## config.mk

```make
export PLATFORM = sky130hd
export DESIGN_NAME = alu_operand_stage_flat
export DESIGN_NICKNAME = d
export VERILOG_FILES = /design/src/rtl/alu_operand_stage_if.sv /design/src/rtl/alu_operand_stage.sv /design/src/flat_wrapper.sv
export SDC_FILE = /design/constraint.sdc
export NUM_CORES = 1
export LEC_CHECK = 0
export CAP_MARGIN = 20
export CORE_AREA = 2 2 107 109
export CTS_CLUSTER_DIAMETER = 50
export DETAILED_ROUTE_END_ITERATION = 10
export DIE_AREA = 0 0 109 111
export DONT_BUFFER_PORTS = 1
export PLACE_DENSITY_LB_ADDON = 0.2
export SLEW_MARGIN = 15
export SYNTH_ARGS = -nofsm -noshare
export SYNTH_HDL_FRONTEND = slang
export SYNTH_SLANG_ARGS = --single-unit
```

## constraint.sdc

```tcl
create_clock -name clk -period 3.3 [get_ports clk]
set_input_delay 0.66 -clock clk [delete_from_list [all_inputs] [get_ports clk]]
set_output_delay 0.66 -clock clk [all_outputs]
set_load 0.005 [all_outputs]
```

## src/rtl/alu_operand_stage_if.sv

```systemverilog
// Decode, hazard-unit, producer and ALU-side signals of the ID/EX operand stage.
// master: the surrounding pipeline; slave: alu_operand_stage.
interface alu_operand_stage_if #(
  parameter int XLEN = 32,
  parameter int REGW = 5
);
  logic            in_valid;
  logic            in_ready;
  logic [REGW-1:0] in_rs1;
  logic [REGW-1:0] in_rs2;
  logic [REGW-1:0] in_rd;
  logic [XLEN-1:0] in_rs1_data;
  logic [XLEN-1:0] in_rs2_data;
  logic [XLEN-1:0] in_imm;
  logic            in_alu_src;
  logic [3:0]      in_alu_control;
  logic            in_reg_write;
  logic            stall;
  logic            flush;
  logic            exmem_reg_write;
  logic            memwb_reg_write;
  logic [REGW-1:0] exmem_rd;
  logic [REGW-1:0] memwb_rd;
  logic [XLEN-1:0] exmem_result;
  logic [XLEN-1:0] memwb_result;
  logic [XLEN-1:0] alu_a;
  logic [XLEN-1:0] alu_b;
  logic [3:0]      alu_control;
  logic            ex_valid;
  logic            ex_reg_write;
  logic [REGW-1:0] ex_rd;
  logic [1:0]      fwd_a_sel;
  logic [1:0]      fwd_b_sel;

  modport master (
    output in_valid, in_rs1, in_rs2, in_rd, in_rs1_data, in_rs2_data, in_imm,
           in_alu_src, in_alu_control, in_reg_write, stall, flush,
           exmem_reg_write, memwb_reg_write, exmem_rd, memwb_rd,
           exmem_result, memwb_result,
    input  in_ready, alu_a, alu_b, alu_control, ex_valid, ex_reg_write,
           ex_rd, fwd_a_sel, fwd_b_sel
  );

  modport slave (
    input  in_valid, in_rs1, in_rs2, in_rd, in_rs1_data, in_rs2_data, in_imm,
           in_alu_src, in_alu_control, in_reg_write, stall, flush,
           exmem_reg_write, memwb_reg_write, exmem_rd, memwb_rd,
           exmem_result, memwb_result,
    output in_ready, alu_a, alu_b, alu_control, ex_valid, ex_reg_write,
           ex_rd, fwd_a_sel, fwd_b_sel
  );
endinterface

```

## src/rtl/alu_operand_stage.sv

```systemverilog
// ID/EX pipeline register with EX/MEM and MEM/WB operand forwarding feeding the ALU.
// Forwarding, fwd_*_sel and stall refresh exist only when ALU_OPERAND_FWD_EN is defined.
module alu_operand_stage #(
  parameter int XLEN = 32,
  parameter int REGW = 5
) (
  input logic               clk,
  input logic               rst,
  alu_operand_stage_if.slave bus
);
  typedef enum logic [1:0] {
    FWD_REG   = 2'b00,
    FWD_MEMWB = 2'b01,
    FWD_EXMEM = 2'b10
  } fwd_sel_e;

  typedef struct packed {
    logic            valid;
    logic [REGW-1:0] rs1;
    logic [REGW-1:0] rs2;
    logic [REGW-1:0] rd;
    logic [XLEN-1:0] rs1_data;
    logic [XLEN-1:0] rs2_data;
    logic [XLEN-1:0] imm;
    logic            alu_src;
    logic [3:0]      alu_control;
    logic            reg_write;
  } stage_t;

  stage_t          stage_q, stage_d;
  fwd_sel_e        fwd_a, fwd_b;
  logic [XLEN-1:0] rs1_fwd, rs2_fwd;

`ifdef ALU_OPERAND_FWD_EN
  always_comb begin
    fwd_a = FWD_REG;
    fwd_b = FWD_REG;
    if (stage_q.valid) begin
      if (bus.exmem_reg_write && bus.exmem_rd != '0 && bus.exmem_rd == stage_q.rs1)
        fwd_a = FWD_EXMEM;
      else if (bus.memwb_reg_write && bus.memwb_rd != '0 && bus.memwb_rd == stage_q.rs1)
        fwd_a = FWD_MEMWB;
      if (bus.exmem_reg_write && bus.exmem_rd != '0 && bus.exmem_rd == stage_q.rs2)
        fwd_b = FWD_EXMEM;
      else if (bus.memwb_reg_write && bus.memwb_rd != '0 && bus.memwb_rd == stage_q.rs2)
        fwd_b = FWD_MEMWB;
    end
  end

  always_comb begin
    rs1_fwd = stage_q.rs1_data;
    rs2_fwd = stage_q.rs2_data;
    if (fwd_a == FWD_EXMEM)      rs1_fwd = bus.exmem_result;
    else if (fwd_a == FWD_MEMWB) rs1_fwd = bus.memwb_result;
    if (fwd_b == FWD_EXMEM)      rs2_fwd = bus.exmem_result;
    else if (fwd_b == FWD_MEMWB) rs2_fwd = bus.memwb_result;
  end
`else
  logic unused_fwd;

  assign fwd_a      = FWD_REG;
  assign fwd_b      = FWD_REG;
  assign rs1_fwd    = stage_q.rs1_data;
  assign rs2_fwd    = stage_q.rs2_data;
  assign unused_fwd = ^{bus.exmem_reg_write, bus.memwb_reg_write, bus.exmem_rd,
                        bus.memwb_rd, bus.exmem_result, bus.memwb_result};
`endif

  // Stall latches the forwarded operands; without forwarding these equal the held data.
  always_comb begin
    stage_d = stage_q;
    if (bus.flush) begin
      stage_d = '0;
    end else if (bus.stall) begin
      stage_d.rs1_data = rs1_fwd;
      stage_d.rs2_data = rs2_fwd;
    end else if (bus.in_valid) begin
      stage_d.valid       = 1'b1;
      stage_d.rs1         = bus.in_rs1;
      stage_d.rs2         = bus.in_rs2;
      stage_d.rd          = bus.in_rd;
      stage_d.rs1_data    = bus.in_rs1_data;
      stage_d.rs2_data    = bus.in_rs2_data;
      stage_d.imm         = bus.in_imm;
      stage_d.alu_src     = bus.in_alu_src;
      stage_d.alu_control = bus.in_alu_control;
      stage_d.reg_write   = bus.in_reg_write;
    end else begin
      stage_d = '0;
    end
  end

  always_ff @(posedge clk or posedge rst) begin
    if (rst) stage_q <= '0;
    else     stage_q <= stage_d;
  end

  assign bus.in_ready     = ~bus.stall & ~bus.flush;
  assign bus.alu_a        = rs1_fwd;
  assign bus.alu_b        = stage_q.alu_src ? stage_q.imm : rs2_fwd;
  assign bus.alu_control  = stage_q.alu_control;
  assign bus.ex_valid     = stage_q.valid;
  assign bus.ex_reg_write = stage_q.reg_write;
  assign bus.ex_rd        = stage_q.rd;
  assign bus.fwd_a_sel    = fwd_a;
  assign bus.fwd_b_sel    = fwd_b;
endmodule
```

## src/flat_wrapper.sv

```systemverilog
// flat-port wrapper written by rule: the top's interface ports become plain ports
module alu_operand_stage_flat 
#(
  parameter int XLEN = 32,
  parameter int REGW = 5
)
  (clk, rst, bus_in_valid, bus_in_rs1, bus_in_rs2, bus_in_rd, bus_in_rs1_data, bus_in_rs2_data, bus_in_imm, bus_in_alu_src, bus_in_alu_control, bus_in_reg_write, bus_stall, bus_flush, bus_exmem_reg_write, bus_memwb_reg_write, bus_exmem_rd, bus_memwb_rd, bus_exmem_result, bus_memwb_result, bus_in_ready, bus_alu_a, bus_alu_b, bus_alu_control, bus_ex_valid, bus_ex_reg_write, bus_ex_rd, bus_fwd_a_sel, bus_fwd_b_sel);
  alu_operand_stage_if #(.XLEN(XLEN), .REGW(REGW)) bus_i ();
  input logic clk;
  input logic rst;
  input wire logic [$bits(bus_i.in_valid)-1:0] bus_in_valid;
  input wire logic [$bits(bus_i.in_rs1)-1:0] bus_in_rs1;
  input wire logic [$bits(bus_i.in_rs2)-1:0] bus_in_rs2;
  input wire logic [$bits(bus_i.in_rd)-1:0] bus_in_rd;
  input wire logic [$bits(bus_i.in_rs1_data)-1:0] bus_in_rs1_data;
  input wire logic [$bits(bus_i.in_rs2_data)-1:0] bus_in_rs2_data;
  input wire logic [$bits(bus_i.in_imm)-1:0] bus_in_imm;
  input wire logic [$bits(bus_i.in_alu_src)-1:0] bus_in_alu_src;
  input wire logic [$bits(bus_i.in_alu_control)-1:0] bus_in_alu_control;
  input wire logic [$bits(bus_i.in_reg_write)-1:0] bus_in_reg_write;
  input wire logic [$bits(bus_i.stall)-1:0] bus_stall;
  input wire logic [$bits(bus_i.flush)-1:0] bus_flush;
  input wire logic [$bits(bus_i.exmem_reg_write)-1:0] bus_exmem_reg_write;
  input wire logic [$bits(bus_i.memwb_reg_write)-1:0] bus_memwb_reg_write;
  input wire logic [$bits(bus_i.exmem_rd)-1:0] bus_exmem_rd;
  input wire logic [$bits(bus_i.memwb_rd)-1:0] bus_memwb_rd;
  input wire logic [$bits(bus_i.exmem_result)-1:0] bus_exmem_result;
  input wire logic [$bits(bus_i.memwb_result)-1:0] bus_memwb_result;
  output wire logic [$bits(bus_i.in_ready)-1:0] bus_in_ready;
  output wire logic [$bits(bus_i.alu_a)-1:0] bus_alu_a;
  output wire logic [$bits(bus_i.alu_b)-1:0] bus_alu_b;
  output wire logic [$bits(bus_i.alu_control)-1:0] bus_alu_control;
  output wire logic [$bits(bus_i.ex_valid)-1:0] bus_ex_valid;
  output wire logic [$bits(bus_i.ex_reg_write)-1:0] bus_ex_reg_write;
  output wire logic [$bits(bus_i.ex_rd)-1:0] bus_ex_rd;
  output wire logic [$bits(bus_i.fwd_a_sel)-1:0] bus_fwd_a_sel;
  output wire logic [$bits(bus_i.fwd_b_sel)-1:0] bus_fwd_b_sel;
  assign bus_i.in_valid = bus_in_valid;
  assign bus_i.in_rs1 = bus_in_rs1;
  assign bus_i.in_rs2 = bus_in_rs2;
  assign bus_i.in_rd = bus_in_rd;
  assign bus_i.in_rs1_data = bus_in_rs1_data;
  assign bus_i.in_rs2_data = bus_in_rs2_data;
  assign bus_i.in_imm = bus_in_imm;
  assign bus_i.in_alu_src = bus_in_alu_src;
  assign bus_i.in_alu_control = bus_in_alu_control;
  assign bus_i.in_reg_write = bus_in_reg_write;
  assign bus_i.stall = bus_stall;
  assign bus_i.flush = bus_flush;
  assign bus_i.exmem_reg_write = bus_exmem_reg_write;
  assign bus_i.memwb_reg_write = bus_memwb_reg_write;
  assign bus_i.exmem_rd = bus_exmem_rd;
  assign bus_i.memwb_rd = bus_memwb_rd;
  assign bus_i.exmem_result = bus_exmem_result;
  assign bus_i.memwb_result = bus_memwb_result;
  assign bus_in_ready = bus_i.in_ready;
  assign bus_alu_a = bus_i.alu_a;
  assign bus_alu_b = bus_i.alu_b;
  assign bus_alu_control = bus_i.alu_control;
  assign bus_ex_valid = bus_i.ex_valid;
  assign bus_ex_reg_write = bus_i.ex_reg_write;
  assign bus_ex_rd = bus_i.ex_rd;
  assign bus_fwd_a_sel = bus_i.fwd_a_sel;
  assign bus_fwd_b_sel = bus_i.fwd_b_sel;
  alu_operand_stage #(.XLEN(XLEN), .REGW(REGW)) u_core (.clk(clk), .rst(rst), .bus(bus_i));
endmodule
```

**After elaboration in Yosys (flattened, before gate mapping)**

Cells that the tools add are included.

- Register bits: 108
- Input bits: 198
- Output and inout port bits: 80
- Word-level logic and storage cells: 18

- Eq/ne operators: 1
- Mux-type cells: 6
- Bitwise operators: 3

Operators with widths:

| kind | count |
|---|---|
| $mux W118 | 2 |
| $mux W64 | 1 |
| $mux W38 | 1 |
| $mux W32 | 1 |
| $mux W16 | 1 |
| $ne A2 B1 Y1 const B | 1 |
| $not A1 Y1 | 2 |
| $and A1 B1 Y1 | 1 |

**Longest topological paths before layout**

Gate-level depths: netlist of run 1.

- Word-level depth: 3
- Gate-level depth with buffers: 5

**Worst setup path before layout of run 1**

Ideal clock, no wire load.

- Path kind: input-to-output
- Start: in bus_flush
- End: out bus_in_ready
- Arrival time: 1014 ps
- Required time: 2640 ps
- Setup slack: 1626 ps
- Stages on the path: 2
- Buffers on the path: 1
- Cells stage by stage: nor2_2 > buf_4

- Word-level cells in the longest chain between the ends: 2

RTL lines:

| element | line | source |
|---|---|---|
| start, declared | flat_wrapper.sv:22 | `input wire logic [$bits(bus_i.flush)-1:0] bus_flush;` |
| $not A1 Y1 | alu_operand_stage.sv:98 | `assign bus.in_ready = ~bus.stall & ~bus.flush;` |
| $and A1 B1 Y1 | alu_operand_stage.sv:98 |  |
| end, declared | flat_wrapper.sv:29 | `output wire logic [$bits(bus_i.in_ready)-1:0] bus_in_ready;` |

No other way between the ends.

**Worst setup path in the final report of run 1**

- Start: reg u_core.stage_q[5] in the netlist's numbering
- End: out bus_alu_b[25]

- Word-level cells in the longest chain between the ends: 1

RTL lines:

| element | line | source |
|---|---|---|
| start, declared | alu_operand_stage.sv:30 | `stage_t stage_q, stage_d;` |
| start signal, assigned | alu_operand_stage.sv:95 | `else stage_q <= stage_d;` |
| $mux W32 | alu_operand_stage.sv:100 | `assign bus.alu_b = stage_q.alu_src ? stage_q.imm : rs2_fwd;` |
| end, declared | flat_wrapper.sv:31 | `output wire logic [$bits(bus_i.alu_b)-1:0] bus_alu_b;` |

No other way between the ends.

==> qor.txt, run 1 <==
Outcome: finished, final reports clean
Initial antenna violation count: 0
Syn. warnings: 0
Number of I/O pins: 278
Adder-Cell Fraction of Synth Area: 0%
Seq/Total Area, Yosys: 49.9%
Effective utilization at floorplan: 48.9%
Post-route clock period utilization: 74.9%
Post-DRT Antenna Nets: 0
Min Clock Period, post-route: 2470 ps
Detail Placement HPWL: 6.87 mm
Final Power: 2610 uW
Main combinational cell family by area after synthesis: simple AND/OR/NAND/NOR gates
Final Hold Fails: 0
Worst R2R Path Depth: 2
Mapped Area: 5410 sq um
DR WL/cell: 18.5 um
Most common cell after layout, fill and taps aside: dfrtp_1
Post-synthesis compound-gate area fraction: 11.5%
Worst EP arrival: 1810 ps
Via/cell ratio: 5.64
DR vias: 3,381
Layout cells sized above 1: 11.2%
Pwr Density: 494 nW/um^2
Peak supply drop: 0.209 mV
Yosys reg bits: 108
Util after Layout: 47.7%
Pin count of the biggest net entering global routing: 185
Inst Count DP: 585
Crit-path max FO: 18
Clock Path Buffers: 2
Hold buffer count at CTS: 0
Distinct cell type count after synthesis: 18
H-tree Lvls: 3
Post-synthesis mux area share: 6.84%
Max-slew violations: 0
Post-Layout Cell Count: 600
Core ar.: 11,100 sq um
Worst Setup End Kind: output pin
First-pass GRT wire length: 17.2 mm
Global router's overall resource usage: 18.1%
Final GP Congestion: 0.745
CTS root buf: clkbuf_16
CTS sink count: 108
Clock slew at reported path FFs: 70 ps
Num rows: 39
CTS tree: done
Layout net count: 651
Fmax: 0.405 GHz
# setup viols final: 0
Pre-CTS setup slack: 1160 ps
RSZ-0062 raised after global routing: false
Leak: 0.00218 uW
Syn avg cell area: 10.2 sq um
Area Overhead vs Synth: -2.38%
Commonest non-fill, non-tap cells in the layout: dfrtp_1 (108), nand2_1 (90), nand3b_1 (90), a21oi_1 (90), mux2_2 (32)
Initial DRT Pass Iterations: 5
Fin worst setup slack: 829 ps
Synth Area in Simple Gates: 19.3%
Post-CTS resize count: 0
Initial DRC count: 303
R2R Setup Slk: 2160 ps
Num CTS Buffers: 9
Worst-Margin Slew: 751 ps
Post-Synth XOR/XNOR Area: 0%
DRC viols: 0
DIE WIDTH: 109 um
Setup Total Neg Slack: 0 ps
I/O Buffers: 0
Ant diodes: 0
Worst-skew pair later-pin latency: 340 ps
Total gr overflow: 0
Worst flop-to-flop path endpoint: u_core.stage_q[5]
Reg-to-reg startpoint: u_core.stage_q[5]
DIE AREA: 12,100 sq um
HP Class: input pin to asynchronous set/reset pin
Slew headroom: 49.9%
CP Launch Type: flop
Critical Path RT: 2640 ps
Total wire length: 11.1 mm
Number of global-route vias before repair: 3,451
Gate Count Post-Synth: 529
DIE HEIGHT: 111 um
Max cap viols: 0
Worst Skew: 0 ps
Critical path class: flop to output pin
Post-CTS setup buffers: 0
## layout make-up
type                    count  area, sq um
clock buffers              13          250
fillers                  1045         5790
clock inverters             2         35.0
inverters                   2         11.3
multi-input cells         328         2050
repair buffers              4         55.1
well taps                 143          179
flip-flops and latches    108         2700
## power breakdown
part,leakage (uW),internal (uW),switching [uW],total (uW)
Combinational,0.000564,77.2,75.6,153
Clock,0.000140,605,445,1050
Sequential,0.00147,1370,32.8,1400
## flip-flops by register name (all words and copies together) (netlist names)
register	cells
u_core.bus.alu_a	32
u_core.bus.alu_control	4
u_core.bus.ex_rd	5
u_core.bus.ex_reg_write	1
u_core.bus.ex_valid	1
u_core.rs2_fwd	32
u_core.stage_q	33
## critical path, stage by stage, from the launching register on
cell and delay, ps:
dfrtp_1 830, buf_12 250, mux2_2 380
## stage by stage
step	hold slack [ps]	instance area (sq um)
floorplan	460	5430
global placement	470	5000
detailed placement	478	5000
CTS	224	5280
global route	243	5280
finish	213	5280
## per-layer routing
metal | GRT usage (%) | part of all wire [%]
met4 | 6.50 | 2.4
met3 | 6.82 | 8.9
met5 | 0 | 0
met1 | 23.4 | 44
met2 | 27.7 | 45
## logic make-up after synthesis
family / count (synthesis)
DFF: 108
other: 1
buffers and inverters: 96
AOI/OAI and AO/OA: 107
and+or+nand+nor: 184
muxes: 33
## cells in the mapped netlist, drive strengths merged
master | count | area [sq um]
inv | 2 | 7.51
mux2i | 1 | 10.0
nor2b | 2 | 20.0
nand3b | 90 | 676
conb | 1 | 3.75
buf | 93 | 656
clkbuf | 1 | 7.51
dfrtp | 108 | 2700
nand2 | 90 | 338
a21oi | 90 | 450
nor2 | 2 | 10.0
a32o | 17 | 170
mux2 | 32 | 360
## worst max-delay path by stage
stage                                endpoint         startpoint  slack, ps
after floorplan           u_core.bus.alu_a[0]                rst       1340
after global placement          bus_alu_b[15]  u_core.stage_q[5]       1180
after detailed placement        bus_alu_b[15]  u_core.stage_q[5]       1160
after CTS                       bus_alu_b[15]  u_core.stage_q[5]        790
after global routing            bus_alu_b[15]  u_core.stage_q[5]        730
final                           bus_alu_b[25]  u_core.stage_q[5]        830
Note: power is estimated with default switching activity, not from simulation.
==> run 2, diff against run 1 <==
clock period = 2.4 ns   (was 3.3 ns; I/O delays follow)
==> run 2 against run 1 <==
  * Cell area decreased by 0.38%
  * Combinational power rose by 39%
  * Worst setup slack got worse by 280 ps
  * Critical path type unchanged
  * Highest routed layer unchanged
==> qor.txt, run 2 (synthesis gave the netlist of run 1 again) <==
Worst Skew: 0 ps
Initial DRT Pass Iterations: 5
HP Class: input pin to asynchronous set/reset pin
DIE WIDTH: 109 um
Layout cells sized above 1: 11.6%
DRC viols: 0
Worst Setup End Kind: output pin
Post-CTS setup buffers: 0
Crit-path max FO: 18
Min Clock Period, post-route: 1850 ps
Total gr overflow: 0
Number of global-route vias before repair: 3,471
DIE HEIGHT: 111 um
Commonest non-fill, non-tap cells in the layout: dfrtp_1 (108), nand2_1 (90), nand3b_1 (90), a21oi_1 (90), mux2_2 (32)
Total wire length: 10.9 mm
Effective utilization at floorplan: 48.9%
First-pass GRT wire length: 17.6 mm
Via/cell ratio: 5.68
Final Hold Fails: 0
Pin count of the biggest net entering global routing: 185
I/O Buffers: 0
H-tree Lvls: 3
Clock Path Buffers: 2
Ant diodes: 0
Worst-skew pair later-pin latency: 340 ps
Most common cell after layout, fill and taps aside: dfrtp_1
Post-CTS resize count: 0
Setup Total Neg Slack: 0 ps
DR WL/cell: 18.2 um
CTS sink count: 108
Critical Path RT: 1920 ps
Leak: 0.00218 uW
Worst EP arrival: 1370 ps
Max cap viols: 0
Initial antenna violation count: 0
Post-DRT Antenna Nets: 0
Post-route clock period utilization: 77.1%
Max reg flops: 33
Clock slew at reported path FFs: 70 ps
Final Cell Area: 5260 sq um
Layout net count: 652
Global router's overall resource usage: 18.2%
Detail Placement HPWL: 6.92 mm
CTS root buf: clkbuf_16
Core ar.: 11,100 sq um
Worst hold slack: 38.8 ps
Outcome: finished, final reports clean
Area Overhead vs Synth: -2.75%
Num rows: 39
DIE AREA: 12,100 sq um
Number of I/O pins: 278
Post-Place Cell Area: 4990 sq um
Worst-Margin Slew: 513 ps
RSZ-0062 raised after global routing: false
DR vias: 3,413
Final GP Congestion: 0.761
Critical path class: flop to output pin
Max-slew violations: 0
CP Launch Type: flop
Largest Register: u_core.stage_q
Initial DRC count: 213
Hold buffer count at CTS: 0
Util after Layout: 47.5%
Fmax: 0.541 GHz
Slew headroom: 65.8%
Peak supply drop: 0.290 mV
Pwr Density: 667 nW/um^2
# setup viols final: 0
CTS tree: done
Num CTS Buffers: 9
## run 2: cell types whose count changed in the layout (fill, tap and decap cells not counted), sizes merged
cell,before,now
bufinv,1,0
buf,4,5
clkinv,1,2
## run 2: final timing paths
kind | startpoint | slack (ps) | endpoint | cells past startpoint
worst max-delay path | u_core.stage_q[5] | 550 | bus_alu_b[15] | 2
worst min-delay path | rst | 40 | u_core.stage_q[32] | 1
worst max register to register | u_core.stage_q[5] | 1550 | u_core.stage_q[5] | 3
worst min register to register | u_core.stage_q[37] | 490 | u_core.stage_q[37] | 1
max in group asynchronous | rst | 1590 | u_core.bus.alu_control[3] | 2
min in group clk | bus_flush | 210 | u_core.rs2_fwd[12] | 1
## run 2: critical path: stages, from the launching register on
cell	delay (ps)
dfrtp_1	350
buf_4	270
mux2_2	410
## run 2: report_power, final
part | total, uW | internal [uW] | switching, uW
clock | 1370 | 753 | 618
sequential | 1930 | 1890 | 41.1
combinational | 212 | 105 | 107
## run 2: area by class of cell
type	instances	area, sq um
clock inverter	2	10.0
tap	143	179
sequential	108	2700
inverter	2	11.3
multi-input combinational	328	2050
timing repair buffer	5	50.0
clock buffer	13	260
fill	1047	5810
## run 2: layer usage
layer | part of all wire [%] | global-route usage, %
met1 | 43 | 23.7
met2 | 46 | 27.4
met3 | 9.1 | 6.17
met4 | 2.3 | 7.78
met5 | 0 | 0
## run 2: stage by stage
| stage | worst slack (ps) | power (uW) | instances |
|---|---|---|---|
| floorplan | 618 | 2270 | 532 |
| global placement | 909 | 2170 | 586 |
| detailed placement | 911 | 2180 | 586 |
| CTS | 535 | 3560 | 601 |
| global route | 501 | 3670 | 601 |
| finish | 550 | 3510 | 601 |
==> run 3, diff against run 2 <==
clock period = 1.9 ns   (was 2.4 ns; I/O delays follow)
==> run 3 against run 2 <==
  * Combinational power up 26%
  * Cell area rose by 0.33%
  * Register-to-register slack worse by 500 ps
  * Non-clock buffer count stayed put
  * Via count is 1.2% lower
  * Sequential power grew 26%
  * Power rose by 29%
  * First-iteration DRC count increased by 40%
  * Die area stayed put
  * Clock skew stayed put
  * Critical endpoint is now bus_alu_b[28]
  * Highest routed layer unchanged
==> qor.txt, run 3 (synthesis gave the netlist of run 1 again) <==
Worst flop-to-flop path endpoint: u_core.stage_q[5]
DR vias: 3,373
Max reg flops: 33
Initial DRC count: 299
Crit-path cells: buf_4, mux2_2
Post-Layout Cell Count: 601
Crit path buffers/inverters: 1
Worst Hold Path EP: u_core.bus.ex_valid
H-tree Lvls: 3
Most common cell after layout, fill and taps aside: dfrtp_1
Layout cells sized above 1: 11.1%
Crit-path max FO: 18
Total gr overflow: 0
Initial antenna violation count: 0
Number of global-route vias before repair: 3,338
Worst EP arrival: 1380 ps
DR WL/cell: 18.3 um
Worst R2R Path Depth: 3
Via/cell ratio: 5.61
CP Launch Type: flop
CTS sink count: 108
Core ar.: 11,100 sq um
Post-DRT Antenna Nets: 0
Clock slew at reported path FFs: 70 ps
CTS root buf: clkbuf_16
Final Hold Fails: 0
First-pass GRT wire length: 17.3 mm
Outcome: finished, final reports clean
Worst path top cell family by delay: multiplexers
Critical Path RT: 1520 ps
Max incr delay on CP: 410 ps
RSZ-0062 raised after global routing: false
Multi-input gate area: 2050 sq um
Setup Total Neg Slack: 0 ps
Commonest non-fill, non-tap cells in the layout: dfrtp_1 (108), nand2_1 (90), nand3b_1 (90), a21oi_1 (90), mux2_2 (32)
Util after Layout: 47.7%
Min Clock Period, post-route: 1760 ps
Number of I/O pins: 278
Max cap viols: 0
Clock Path Buffers: 2
Post-route clock period utilization: 92.5%
Layout net count: 652
Largest Register: u_core.stage_q
DIE WIDTH: 109 um
Num CTS Buffers: 9
Final GP Congestion: 0.754
R2R Setup Slk: 1050 ps
HP Class: input pin to flop
Hold Path Cell Cnt: 1
Pwr Density: 859 nW/um^2
Pin count of the biggest net entering global routing: 185
Peak supply drop: 0.403 mV
Num rows: 39
Fillers: 1,026
Initial DRT Pass Iterations: 5
Reg-to-reg startpoint: u_core.stage_q[5]
Worst-Margin Slew: 687 ps
Slowest CP cell: mux2_2
Worst-skew pair later-pin latency: 340 ps
Area Overhead vs Synth: -2.43%
Critical path class: flop to output pin
Max-slew violations: 0
Post-CTS resize count: 0
Worst Skew: 0 ps
Final Power: 4530 uW
Effective utilization at floorplan: 48.9%
Detail Placement HPWL: 6.73 mm
Critical hold path startpoint: bus_flush
# setup viols final: 0
Ant diodes: 0
Total wire length: 11.0 mm
Worst Setup End Kind: output pin
DRC viols: 0
I/O Buffers: 0
DIE AREA: 12,100 sq um
Inst Count DP: 585
Worst path depth: 2
DIE HEIGHT: 111 um
Slew headroom: 54.2%
Global router's overall resource usage: 18.2%
FF+latch area: 2700 sq um
Fmax: 0.569 GHz
Leak: 0.00218 uW
CTS tree: done
## run 3: changes by cell type in the layout (fill, tap and decap cells not counted)
cell           delta
clkinv_2          -1
bufinv_16         +1
clkbuf_1          +1
clkbuf_8          -1
dlygate4sd3_1     +1
buf_4             -1
## run 3: what timing repair did
action,4_1_cts,5_1_grt
hold buffers,1,0
setup buffers,0,0
hold endpoints to repair,16,0
## run 3: worst register-to-register path, cell delays in order, from the launching register on
cell     delay [ps]
dfrtp_1         350
buf_4           240
nand2_1          80
a21oi_1         120
## run 3: cell type report
| class | count | area share, % |
|---|---|---|
| Tap cell | 143 | 3.39 |
| Sequential cell | 108 | 51.2 |
| Multi-Input combinational cell | 328 | 38.8 |
| Clock inverter | 2 | 0.664 |
| Inverter | 2 | 0.213 |
| Clock buffer | 13 | 4.74 |
| Timing Repair Buffer | 5 | 0.995 |
## run 3: through the flow
stage	instance area (sq um)	setup WS (ps)	hold slack, ps
4_1_cts	5280	130	89.5
6_report	5280	142	105
2_1_floorplan	5430	218	460
3_5_place_dp	4980	514	360
5_1_grt	5280	90.5	80.3
3_3_place_gp	4980	502	360
## run 3: power by group
part           internal [uW]  switching (uW)  total [uW]
sequential              2380            51.3        2430
combinational            133             135         268
clock                   1050             782        1830
total                   3570             968        4530
## run 3: per-layer routing
| layer | share of wire, % | track usage [%] | vias up |
|---|---|---|---|
| met1 | 44 | 24.3 | 1601 |
| li1 | - | - | 1612 |
| met5 | 0 | 0 | - |
| met2 | 46 | 26.3 | 148 |
| met4 | 1.5 | 5.98 | 0 |
| met3 | 9.4 | 8.00 | 12 |
## run 3: worst max-delay path by stage
stage / slack [ps] / end / start
3_3_place_gp: 500 / bus_alu_b[15] / u_core.stage_q[5]
3_5_place_dp: 510 / bus_alu_b[15] / u_core.stage_q[5]
6_report: 140 / bus_alu_b[28] / u_core.stage_q[5]
4_1_cts: 130 / bus_alu_b[15] / u_core.stage_q[5]
2_1_floorplan: 220 / u_core.bus.alu_a[0] / rst
5_1_grt: 90 / bus_alu_b[28] / u_core.stage_q[5]
